### src/rtl/mem_port_arbiter_if.sv
// CPU-side (fetch + data) and memory-side handshake bundle for mem_port_arbiter.
// The arbiter uses the slave view; the CPU/memory environment uses the master view.
interface mem_port_arbiter_if;
    logic [31:0] PC;
    logic        Inst_Req_Valid;
    logic        Inst_Req_Ready;
    logic [31:0] Instruction;
    logic        Inst_Valid;
    logic        Inst_Ready;

    logic [31:0] Address;
    logic        MemRead;
    logic        MemWrite;
    logic [31:0] Write_data;
    logic [3:0]  Write_strb;
    logic        Mem_Req_Ready;
    logic [31:0] Read_data;
    logic        Read_data_Valid;
    logic        Read_data_Ready;

    logic        mem_req_valid;
    logic        mem_req_ready;
    logic [31:0] mem_addr;
    logic        mem_wen;
    logic [31:0] mem_wdata;
    logic [3:0]  mem_wstrb;
    logic [31:0] mem_rdata;
    logic        mem_rdata_valid;

    modport slave (
        input  PC, Inst_Req_Valid, Inst_Ready,
        input  Address, MemRead, MemWrite, Write_data, Write_strb, Read_data_Ready,
        input  mem_req_ready, mem_rdata, mem_rdata_valid,
        output Inst_Req_Ready, Instruction, Inst_Valid,
        output Mem_Req_Ready, Read_data, Read_data_Valid,
        output mem_req_valid, mem_addr, mem_wen, mem_wdata, mem_wstrb
    );

    modport master (
        output PC, Inst_Req_Valid, Inst_Ready,
        output Address, MemRead, MemWrite, Write_data, Write_strb, Read_data_Ready,
        output mem_req_ready, mem_rdata, mem_rdata_valid,
        input  Inst_Req_Ready, Instruction, Inst_Valid,
        input  Mem_Req_Ready, Read_data, Read_data_Valid,
        input  mem_req_valid, mem_addr, mem_wen, mem_wdata, mem_wstrb
    );
endinterface

### src/rtl/mem_port_arbiter.sv
// Shares one single-ported memory between the CPU fetch and data channels,
// one outstanding transaction at a time, with response timeout and debug counters.
module mem_port_arbiter #(
    parameter int unsigned ARB_MODE = 0,
    parameter int unsigned TIMEOUT  = 1024
) (
    input  logic                clock,
    input  logic                reset,
    mem_port_arbiter_if.slave   bus,
    output logic                busy,
    output logic                err_timeout,
    output logic [31:0]         inst_cnt,
    output logic [31:0]         rd_cnt,
    output logic [31:0]         wr_cnt
);

    typedef enum logic [1:0] {StIdle, StReq, StWait, StResp} state_e;
    typedef enum logic {OwnInst, OwnData} owner_e;

    localparam bit          TimeoutEn   = (TIMEOUT != 0);
    localparam logic [31:0] TimeoutLast = TimeoutEn ? 32'(TIMEOUT - 1) : 32'd0;

    state_e      state_q, state_d;
    owner_e      owner_q, owner_d;
    owner_e      last_grant_q, last_grant_d;
    logic [31:0] addr_q, addr_d;
    logic        wen_q, wen_d;
    logic [31:0] wdata_q, wdata_d;
    logic [3:0]  wstrb_q, wstrb_d;
    logic [31:0] inst_q, inst_d;
    logic [31:0] rdata_q, rdata_d;
    logic [31:0] wait_q, wait_d;
    logic        err_q, err_d;
    logic [31:0] inst_cnt_q, inst_cnt_d;
    logic [31:0] rd_cnt_q, rd_cnt_d;
    logic [31:0] wr_cnt_q, wr_cnt_d;

    logic data_req;
    logic data_wins;
    logic grant_data;
    logic grant_inst;
    logic resp_taken;

    // Round-robin only matters when both channels compete; then the loser of last time wins.
    assign data_req   = bus.MemRead | bus.MemWrite;
    assign data_wins  = data_req &&
                        (!bus.Inst_Req_Valid || (ARB_MODE == 0) || (last_grant_q == OwnInst));
    assign grant_data = (state_q == StIdle) && data_wins;
    assign grant_inst = (state_q == StIdle) && bus.Inst_Req_Valid && !data_wins;
    assign resp_taken = (owner_q == OwnInst) ? bus.Inst_Ready : bus.Read_data_Ready;

    always_comb begin
        state_d      = state_q;
        owner_d      = owner_q;
        last_grant_d = last_grant_q;
        addr_d       = addr_q;
        wen_d        = wen_q;
        wdata_d      = wdata_q;
        wstrb_d      = wstrb_q;
        inst_d       = inst_q;
        rdata_d      = rdata_q;
        wait_d       = wait_q;
        err_d        = err_q;
        inst_cnt_d   = inst_cnt_q;
        rd_cnt_d     = rd_cnt_q;
        wr_cnt_d     = wr_cnt_q;

        case (state_q)
            StIdle: begin
                if (grant_data) begin
                    addr_d       = bus.Address;
                    wen_d        = bus.MemWrite; // read+write together is a plain write
                    wdata_d      = bus.Write_data;
                    wstrb_d      = bus.Write_strb;
                    owner_d      = OwnData;
                    last_grant_d = OwnData;
                    state_d      = StReq;
                end else if (grant_inst) begin
                    addr_d       = bus.PC;
                    wen_d        = 1'b0;
                    wdata_d      = 32'h0;
                    wstrb_d      = 4'h0;
                    owner_d      = OwnInst;
                    last_grant_d = OwnInst;
                    state_d      = StReq;
                end
            end
            StReq: begin
                if (bus.mem_req_ready) begin
                    if (wen_q) begin
                        wr_cnt_d = wr_cnt_q + 32'd1;
                        state_d  = StIdle;
                    end else begin
                        wait_d  = 32'd0;
                        state_d = StWait;
                    end
                end
            end
            StWait: begin
                wait_d = wait_q + 32'd1;
                if (bus.mem_rdata_valid) begin
                    if (owner_q == OwnInst) inst_d = bus.mem_rdata;
                    else                    rdata_d = bus.mem_rdata;
                    state_d = StResp;
                end else if (TimeoutEn && (wait_q == TimeoutLast)) begin
                    if (owner_q == OwnInst) inst_d = 32'h0;
                    else                    rdata_d = 32'h0;
                    err_d   = 1'b1;
                    state_d = StResp;
                end
            end
            StResp: begin
                if (resp_taken) begin
                    if (owner_q == OwnInst) inst_cnt_d = inst_cnt_q + 32'd1;
                    else                    rd_cnt_d   = rd_cnt_q + 32'd1;
                    state_d = StIdle;
                end
            end
            default: state_d = StIdle;
        endcase
    end

    always_ff @(posedge clock) begin
        if (!reset) begin
            state_q      <= StIdle;
            owner_q      <= OwnData;
            last_grant_q <= OwnData;
            addr_q       <= 32'h0;
            wen_q        <= 1'b0;
            wdata_q      <= 32'h0;
            wstrb_q      <= 4'h0;
            inst_q       <= 32'h0;
            rdata_q      <= 32'h0;
            wait_q       <= 32'h0;
            err_q        <= 1'b0;
            inst_cnt_q   <= 32'h0;
            rd_cnt_q     <= 32'h0;
            wr_cnt_q     <= 32'h0;
        end else begin
            state_q      <= state_d;
            owner_q      <= owner_d;
            last_grant_q <= last_grant_d;
            addr_q       <= addr_d;
            wen_q        <= wen_d;
            wdata_q      <= wdata_d;
            wstrb_q      <= wstrb_d;
            inst_q       <= inst_d;
            rdata_q      <= rdata_d;
            wait_q       <= wait_d;
            err_q        <= err_d;
            inst_cnt_q   <= inst_cnt_d;
            rd_cnt_q     <= rd_cnt_d;
            wr_cnt_q     <= wr_cnt_d;
        end
    end

    assign bus.Inst_Req_Ready  = grant_inst;
    assign bus.Mem_Req_Ready   = grant_data;
    assign bus.Instruction     = inst_q;
    assign bus.Inst_Valid      = (state_q == StResp) && (owner_q == OwnInst);
    assign bus.Read_data       = rdata_q;
    assign bus.Read_data_Valid = (state_q == StResp) && (owner_q == OwnData);
    assign bus.mem_req_valid   = (state_q == StReq);
    assign bus.mem_addr        = addr_q;
    assign bus.mem_wen         = wen_q;
    assign bus.mem_wdata       = wdata_q;
    assign bus.mem_wstrb       = wstrb_q;

    assign busy        = (state_q != StIdle);
    assign err_timeout = err_q;
    assign inst_cnt    = inst_cnt_q;
    assign rd_cnt      = rd_cnt_q;
    assign wr_cnt      = wr_cnt_q;

endmodule

### src/flat_wrapper.sv
// flat-port wrapper written by rule: the top's interface ports become plain ports
module mem_port_arbiter_flat 
#(
    parameter int unsigned ARB_MODE = 0,
    parameter int unsigned TIMEOUT  = 1024
)
  (clock, reset, busy, err_timeout, inst_cnt, rd_cnt, wr_cnt, bus_PC, bus_Inst_Req_Valid, bus_Inst_Ready, bus_Address, bus_MemRead, bus_MemWrite, bus_Write_data, bus_Write_strb, bus_Read_data_Ready, bus_mem_req_ready, bus_mem_rdata, bus_mem_rdata_valid, bus_Inst_Req_Ready, bus_Instruction, bus_Inst_Valid, bus_Mem_Req_Ready, bus_Read_data, bus_Read_data_Valid, bus_mem_req_valid, bus_mem_addr, bus_mem_wen, bus_mem_wdata, bus_mem_wstrb);
  mem_port_arbiter_if bus_i ();
  input  logic clock;
  input  logic reset;
  output logic busy;
  output logic err_timeout;
  output logic [31:0] inst_cnt;
  output logic [31:0] rd_cnt;
  output logic [31:0] wr_cnt;
  input wire logic [$bits(bus_i.PC)-1:0] bus_PC;
  input wire logic [$bits(bus_i.Inst_Req_Valid)-1:0] bus_Inst_Req_Valid;
  input wire logic [$bits(bus_i.Inst_Ready)-1:0] bus_Inst_Ready;
  input wire logic [$bits(bus_i.Address)-1:0] bus_Address;
  input wire logic [$bits(bus_i.MemRead)-1:0] bus_MemRead;
  input wire logic [$bits(bus_i.MemWrite)-1:0] bus_MemWrite;
  input wire logic [$bits(bus_i.Write_data)-1:0] bus_Write_data;
  input wire logic [$bits(bus_i.Write_strb)-1:0] bus_Write_strb;
  input wire logic [$bits(bus_i.Read_data_Ready)-1:0] bus_Read_data_Ready;
  input wire logic [$bits(bus_i.mem_req_ready)-1:0] bus_mem_req_ready;
  input wire logic [$bits(bus_i.mem_rdata)-1:0] bus_mem_rdata;
  input wire logic [$bits(bus_i.mem_rdata_valid)-1:0] bus_mem_rdata_valid;
  output wire logic [$bits(bus_i.Inst_Req_Ready)-1:0] bus_Inst_Req_Ready;
  output wire logic [$bits(bus_i.Instruction)-1:0] bus_Instruction;
  output wire logic [$bits(bus_i.Inst_Valid)-1:0] bus_Inst_Valid;
  output wire logic [$bits(bus_i.Mem_Req_Ready)-1:0] bus_Mem_Req_Ready;
  output wire logic [$bits(bus_i.Read_data)-1:0] bus_Read_data;
  output wire logic [$bits(bus_i.Read_data_Valid)-1:0] bus_Read_data_Valid;
  output wire logic [$bits(bus_i.mem_req_valid)-1:0] bus_mem_req_valid;
  output wire logic [$bits(bus_i.mem_addr)-1:0] bus_mem_addr;
  output wire logic [$bits(bus_i.mem_wen)-1:0] bus_mem_wen;
  output wire logic [$bits(bus_i.mem_wdata)-1:0] bus_mem_wdata;
  output wire logic [$bits(bus_i.mem_wstrb)-1:0] bus_mem_wstrb;
  assign bus_i.PC = bus_PC;
  assign bus_i.Inst_Req_Valid = bus_Inst_Req_Valid;
  assign bus_i.Inst_Ready = bus_Inst_Ready;
  assign bus_i.Address = bus_Address;
  assign bus_i.MemRead = bus_MemRead;
  assign bus_i.MemWrite = bus_MemWrite;
  assign bus_i.Write_data = bus_Write_data;
  assign bus_i.Write_strb = bus_Write_strb;
  assign bus_i.Read_data_Ready = bus_Read_data_Ready;
  assign bus_i.mem_req_ready = bus_mem_req_ready;
  assign bus_i.mem_rdata = bus_mem_rdata;
  assign bus_i.mem_rdata_valid = bus_mem_rdata_valid;
  assign bus_Inst_Req_Ready = bus_i.Inst_Req_Ready;
  assign bus_Instruction = bus_i.Instruction;
  assign bus_Inst_Valid = bus_i.Inst_Valid;
  assign bus_Mem_Req_Ready = bus_i.Mem_Req_Ready;
  assign bus_Read_data = bus_i.Read_data;
  assign bus_Read_data_Valid = bus_i.Read_data_Valid;
  assign bus_mem_req_valid = bus_i.mem_req_valid;
  assign bus_mem_addr = bus_i.mem_addr;
  assign bus_mem_wen = bus_i.mem_wen;
  assign bus_mem_wdata = bus_i.mem_wdata;
  assign bus_mem_wstrb = bus_i.mem_wstrb;
  mem_port_arbiter #(.ARB_MODE(ARB_MODE), .TIMEOUT(TIMEOUT)) u_core (.clock(clock), .reset(reset), .bus(bus_i), .busy(busy), .err_timeout(err_timeout), .inst_cnt(inst_cnt), .rd_cnt(rd_cnt), .wr_cnt(wr_cnt));
endmodule
### config.mk
export PLATFORM = sky130hd
export DESIGN_NAME = mem_port_arbiter_flat
export DESIGN_NICKNAME = d
export VERILOG_FILES = /design/src/rtl/mem_port_arbiter_if.sv /design/src/rtl/mem_port_arbiter.sv /design/src/flat_wrapper.sv
export SDC_FILE = /design/constraint.sdc
export NUM_CORES = 1
export LEC_CHECK = 0
export CAP_MARGIN = 5
export CORE_MARGIN = 3
export CORE_UTILIZATION = 50
export CTS_BUF_LIST = sky130_fd_sc_hd__clkbuf_8
export DETAILED_ROUTE_END_ITERATION = 8
export MAX_ROUTING_LAYER = met4
export PLACE_DENSITY_LB_ADDON = 0.25
export SYNTH_ARGS = -nofsm -noshare
export SYNTH_HDL_FRONTEND = slang
export SYNTH_SLANG_ARGS = --single-unit
### constraint.sdc
create_clock -name clock -period 6.1 [get_ports clock]
set_input_delay 1.22 -clock clock [delete_from_list [all_inputs] [get_ports clock]]
set_output_delay 1.22 -clock clock [all_outputs]
set_load 0.1 [all_outputs]
==> PnR_summary.wiki <==
{| class="wikitable"
! Metric !! Value
|-
| Hold buffers post-CTS || 0
|-
| Violation count after the first detailed-route iteration || 896
|-
| Worst-case vdd ir drop || 0.000223 V
|-
| Quantity of gates resized following cts || 0
|-
| Number of placement rows || 54
|-
| Critical Setup Path Class || in2out
|-
| F_max || 211 MHz
|-
| Design Area, Final || 16100 sq um
|-
| DPL Wire Length || 26.1 mm
|-
| Number of cells traversed by the worst hold path || 2
|-
| Maximum capacitance violations || 0
|-
| Ys flop type || sky130_fd_sc_hd__dfxtp_1
|-
| Number of distinct library cells after synthesis || 50
|-
| Post-Place Cell Area || 15300 sq um
|-
| Standby leakage power || 5.27 nW
|-
| Net count after synthesis || 1514
|-
| Period utilisation layout || 77.6%
|-
| Final total negative setup slack || 0 ns
|-
| Required time reported for the critical path endpoint || 4.88 ns
|-
| Effective utilization at floorplan || 51.7%
|-
| Overall overflow remaining after global route || 0
|-
| Path category of the worst min-delay check || reg2reg
|-
| Post-route clock skew || 0.0215 ns
|-
| Post-Layout Cell Count || 2006
|-
| Syn Std Cell Area || 11500 sq um
|-
| Hold Vio Cnt, Final || 0
|-
| M1 wire length || 15.0 mm
|-
| Via-per-instance ratio || 5.85
|-
| RSZ-0062 raised after global routing || false
|-
| Status || finished, final reports clean
|-
| Critical Path Fanout Max || 34
|-
| Number of buffers created by CTS || 44
|-
| Number of antenna violations at the first check in global routing || 1
|-
| Vias || 11.7k
|-
| Via count of the first global-routing pass || 11.2k
|-
| Overall Global Routing Usage || 29.1%
|-
| Number of buffers inserted by post-CTS setup repair || 0
|-
| Kind of launch point of the worst setup path || input port
|-
| Detailed-routing iteration count for the pre-antenna-repair pass || 5
|-
| Share of layout cells above drive strength 1 || 6.67%
|-
| Crit. End Element || output pin
|-
| Maximum count of clock buffers along a single path || 3
|-
| Die X || 158 um
|-
| Total die area || 24800 sq um
|-
| Relative slew margins || 20.4%
|-
| Post-synthesis sequential element count || 265
|-
| Count of antenna-violating nets left after detailed routing || 0
|-
| Pin slew with the least headroom to its limit || 1.19 ns
|-
| Max layer used || met4
|-
| NumNets Final || 1844
|-
| Max-slew violation total from the final report || 0
|-
| Height of the die || 158 um
|-
| Final Wtd Congestion || 0.847
|-
| Count of endpoints failing setup in the final report || 0
|-
| Clock H-tree levels || 2
|-
| Final WL || 37.4 mm
|-
| Area used by multi-input combinational logic || 5670 sq um
|-
| Sequential share of the synthesized area || 46.2%
|-
| Register clock-pin slew on the reported worst setup and hold paths || 0.06 ns
|-
| Post-synthesis instance total || 1369
|-
| I/O pins || 377
|-
| Register-to-register setup slack || 3.18 ns
|-
| Power density of the placed cells || 262 nW/um^2
|-
| DRC || 0
|-
| Total of buffers placed on input and output ports || 376
|-
| Global-route wire length before repair || 57.5 mm
|-
| Total instance count after detailed placement || 1933
|-
| Warnings from Yosys || 0
|-
| Met2 wire length || 18.1 mm
|-
| Avg Inst Size Synth || 8.39 sq um
|-
| Number of enable-type register cells in the synthesized netlist || 0
|-
| Routed wl met3 || 3.34 mm
|-
| Filler cells || 1740
|-
| Per-cell routed wire length || 18.7 um
|-
| Endpoint arrival time on the critical path || 3.52 ns
|-
| Area of the core || 22200 sq um
|-
| Leading cell types in the layout, fill and taps excluded || sky130_fd_sc_hd__clkdlybuf4s50_1, sky130_fd_sc_hd__dfxtp_1, sky130_fd_sc_hd__nand2_1
|-
| Post-layout power || 4.21 mW
|-
| Area Growth Syn to Fin || 39.9%
|-
| Final design utilization || 72.3%
|-
| Synth async-reset ratio || 0%
|-
| CTS tree || yes
|-
| CTS Root Cell || sky130_fd_sc_hd__clkbuf_8
|-
| Worst-case reg-to-reg path depth || 5
|-
| Clock sink total || 265
|-
| Minimum clock period || 4.74 ns
|-
| Maximum number of pins on one net before global-route repair || 71
|-
| Total area of sequential cells || 5310 sq um
|-
| Leading cell type in the layout, fill and taps excluded || sky130_fd_sc_hd__clkdlybuf4s50_1
|-
| Clk_lat worst skew || 0.54 ns
|}
-- final timing paths --
path / from / to
setup / recovery: bus_Inst_Req_Valid / bus_Inst_Req_Ready
hold / removal: u_core.bus.Read_data[28]$_SDFFE_PN0P_ / u_core.bus.Read_data[28]$_SDFFE_PN0P_
setup reg to reg: u_core.state_q[0]$_SDFFE_PN0P_ / u_core.wr_cnt[20]$_SDFFE_PN0P_
hold reg to reg: u_core.bus.Read_data[28]$_SDFFE_PN0P_ / u_core.bus.Read_data[28]$_SDFFE_PN0P_
-- metrics by stage --
| step | worst slack [ns] | hold WS [ns] |
|---|---|---|
| floorplan | 1.59 | 0.460 |
| global placement | 1.39 | 0.442 |
| detailed placement | 1.38 | 0.449 |
| CTS | 1.38 | 0.455 |
| global route | 1.29 | 0.478 |
| finish | 1.36 | 0.453 |
-- where the power goes --
| group | switching [mW] | total, mW | internal [mW] |
|---|---|---|---|
| Sequential | 0.0393 | 1.83 | 1.79 |
| Clock | 0.681 | 1.43 | 0.749 |
| Combinational | 0.689 | 0.943 | 0.254 |
| Total | 1.41 | 4.21 | 2.80 |
-- Yosys cell counts, types with 2 or more instances --
| cell | count | area share [%] |
|---|---|---|
| sky130_fd_sc_hd__a21oi_1 | 119 | 5.2 |
| sky130_fd_sc_hd__a21oi_2 | 30 | 2.3 |
| sky130_fd_sc_hd__a22oi_1 | 40 | 2.6 |
| sky130_fd_sc_hd__a311oi_1 | 30 | 2.3 |
| sky130_fd_sc_hd__a31o_2 | 2 | 0.15 |
| sky130_fd_sc_hd__and2_1 | 7 | 0.38 |
| sky130_fd_sc_hd__and3_1 | 6 | 0.33 |
| sky130_fd_sc_hd__and4_1 | 19 | 1.4 |
| sky130_fd_sc_hd__buf_1 | 4 | 0.13 |
| sky130_fd_sc_hd__buf_2 | 10 | 0.44 |
| sky130_fd_sc_hd__buf_6 | 3 | 0.29 |
| sky130_fd_sc_hd__clkbuf_1 | 90 | 2.9 |
| sky130_fd_sc_hd__dfxtp_1 | 265 | 46 |
| sky130_fd_sc_hd__ha_1 | 4 | 0.44 |
| sky130_fd_sc_hd__inv_1 | 21 | 0.69 |
| sky130_fd_sc_hd__mux2i_1 | 15 | 1.3 |
| sky130_fd_sc_hd__nand2_1 | 219 | 7.2 |
| sky130_fd_sc_hd__nand2b_1 | 14 | 0.76 |
| sky130_fd_sc_hd__nand3_1 | 74 | 3.2 |
| sky130_fd_sc_hd__nand4_1 | 29 | 1.6 |
| sky130_fd_sc_hd__nand4b_1 | 5 | 0.38 |
| sky130_fd_sc_hd__nor2_1 | 111 | 3.6 |
| sky130_fd_sc_hd__nor2b_1 | 3 | 0.16 |
| sky130_fd_sc_hd__nor3_1 | 6 | 0.26 |
| sky130_fd_sc_hd__nor4_1 | 24 | 1.3 |
| sky130_fd_sc_hd__o2111ai_1 | 4 | 0.30 |
| sky130_fd_sc_hd__o211ai_1 | 2 | 0.13 |
| sky130_fd_sc_hd__o21ai_0 | 20 | 0.87 |
| sky130_fd_sc_hd__o21ai_1 | 3 | 0.13 |
| sky130_fd_sc_hd__o31ai_1 | 57 | 3.7 |
| sky130_fd_sc_hd__o41ai_4 | 2 | 0.48 |
| sky130_fd_sc_hd__or3_1 | 23 | 1.3 |
| sky130_fd_sc_hd__or4_1 | 60 | 3.9 |
| sky130_fd_sc_hd__xnor2_1 | 19 | 1.4 |
| sky130_fd_sc_hd__xor2_1 | 14 | 1.1 |
-- cell families (layout without fill, tap and decap cells) --
| family | after synthesis | count (layout) | synth area share [%] |
|---|---|---|---|
| AO/OA/AOI/OAI | 312 | 312 | 18.4 |
| adder cells (fa/ha/maj) | 4 | 4 | 0.436 |
| other | 0 | 3 | 0 |
| multiplexers | 15 | 15 | 1.31 |
| AND/OR/NAND/NOR | 610 | 610 | 26.6 |
| flip-flops | 265 | 265 | 46.2 |
| XOR/XNOR | 33 | 33 | 2.51 |
| buffers and inverters | 130 | 484 | 4.59 |
-- area by class of cell --
cell class                 instances  share of cell area, %
timing repair buffer             393                   24.2
multi-input combinational        974                   35.3
clock buffer                      51                   4.37
tap                              280                   2.18
clock inverter                    19                  0.490
antenna                            3                 0.0467
inverter                          21                  0.506
sequential                       265                   33.0
-- registers in the layout (all words and copies together) (netlist names), named ones only --
signal / count
u_core.bus.Instruction: 32
u_core.bus.Read_data: 32
u_core.bus.mem_addr: 32
u_core.bus.mem_wdata: 32
u_core.bus.mem_wen: 1
u_core.bus.mem_wstrb: 4
u_core.err_timeout: 1
u_core.inst_cnt: 32
u_core.owner_q: 1
u_core.rd_cnt: 32
u_core.state_q: 1
u_core.wait_q: 32
u_core.wr_cnt: 32
-- routing by layer --
| metal | vias to the layer above | track usage [%] |
|---|---|---|
| li1 | 5628 | - |
| met1 | 5570 | 36.1 |
| met2 | 454 | 46.9 |
| met3 | 78 | 7.41 |
| met4 | 0 | 9.21 |
| met5 | - | - |
-- worst max-delay path, cell delays in order --
cell and delay, ns:
sky130_fd_sc_hd__clkdlybuf4s50_1 0.46, sky130_fd_sc_hd__buf_4 0.36, sky130_fd_sc_hd__or3b_2 0.80, sky130_fd_sc_hd__nor2_1 0.30
sky130_fd_sc_hd__buf_4 0.34
(Power assumes the default switching activity.)
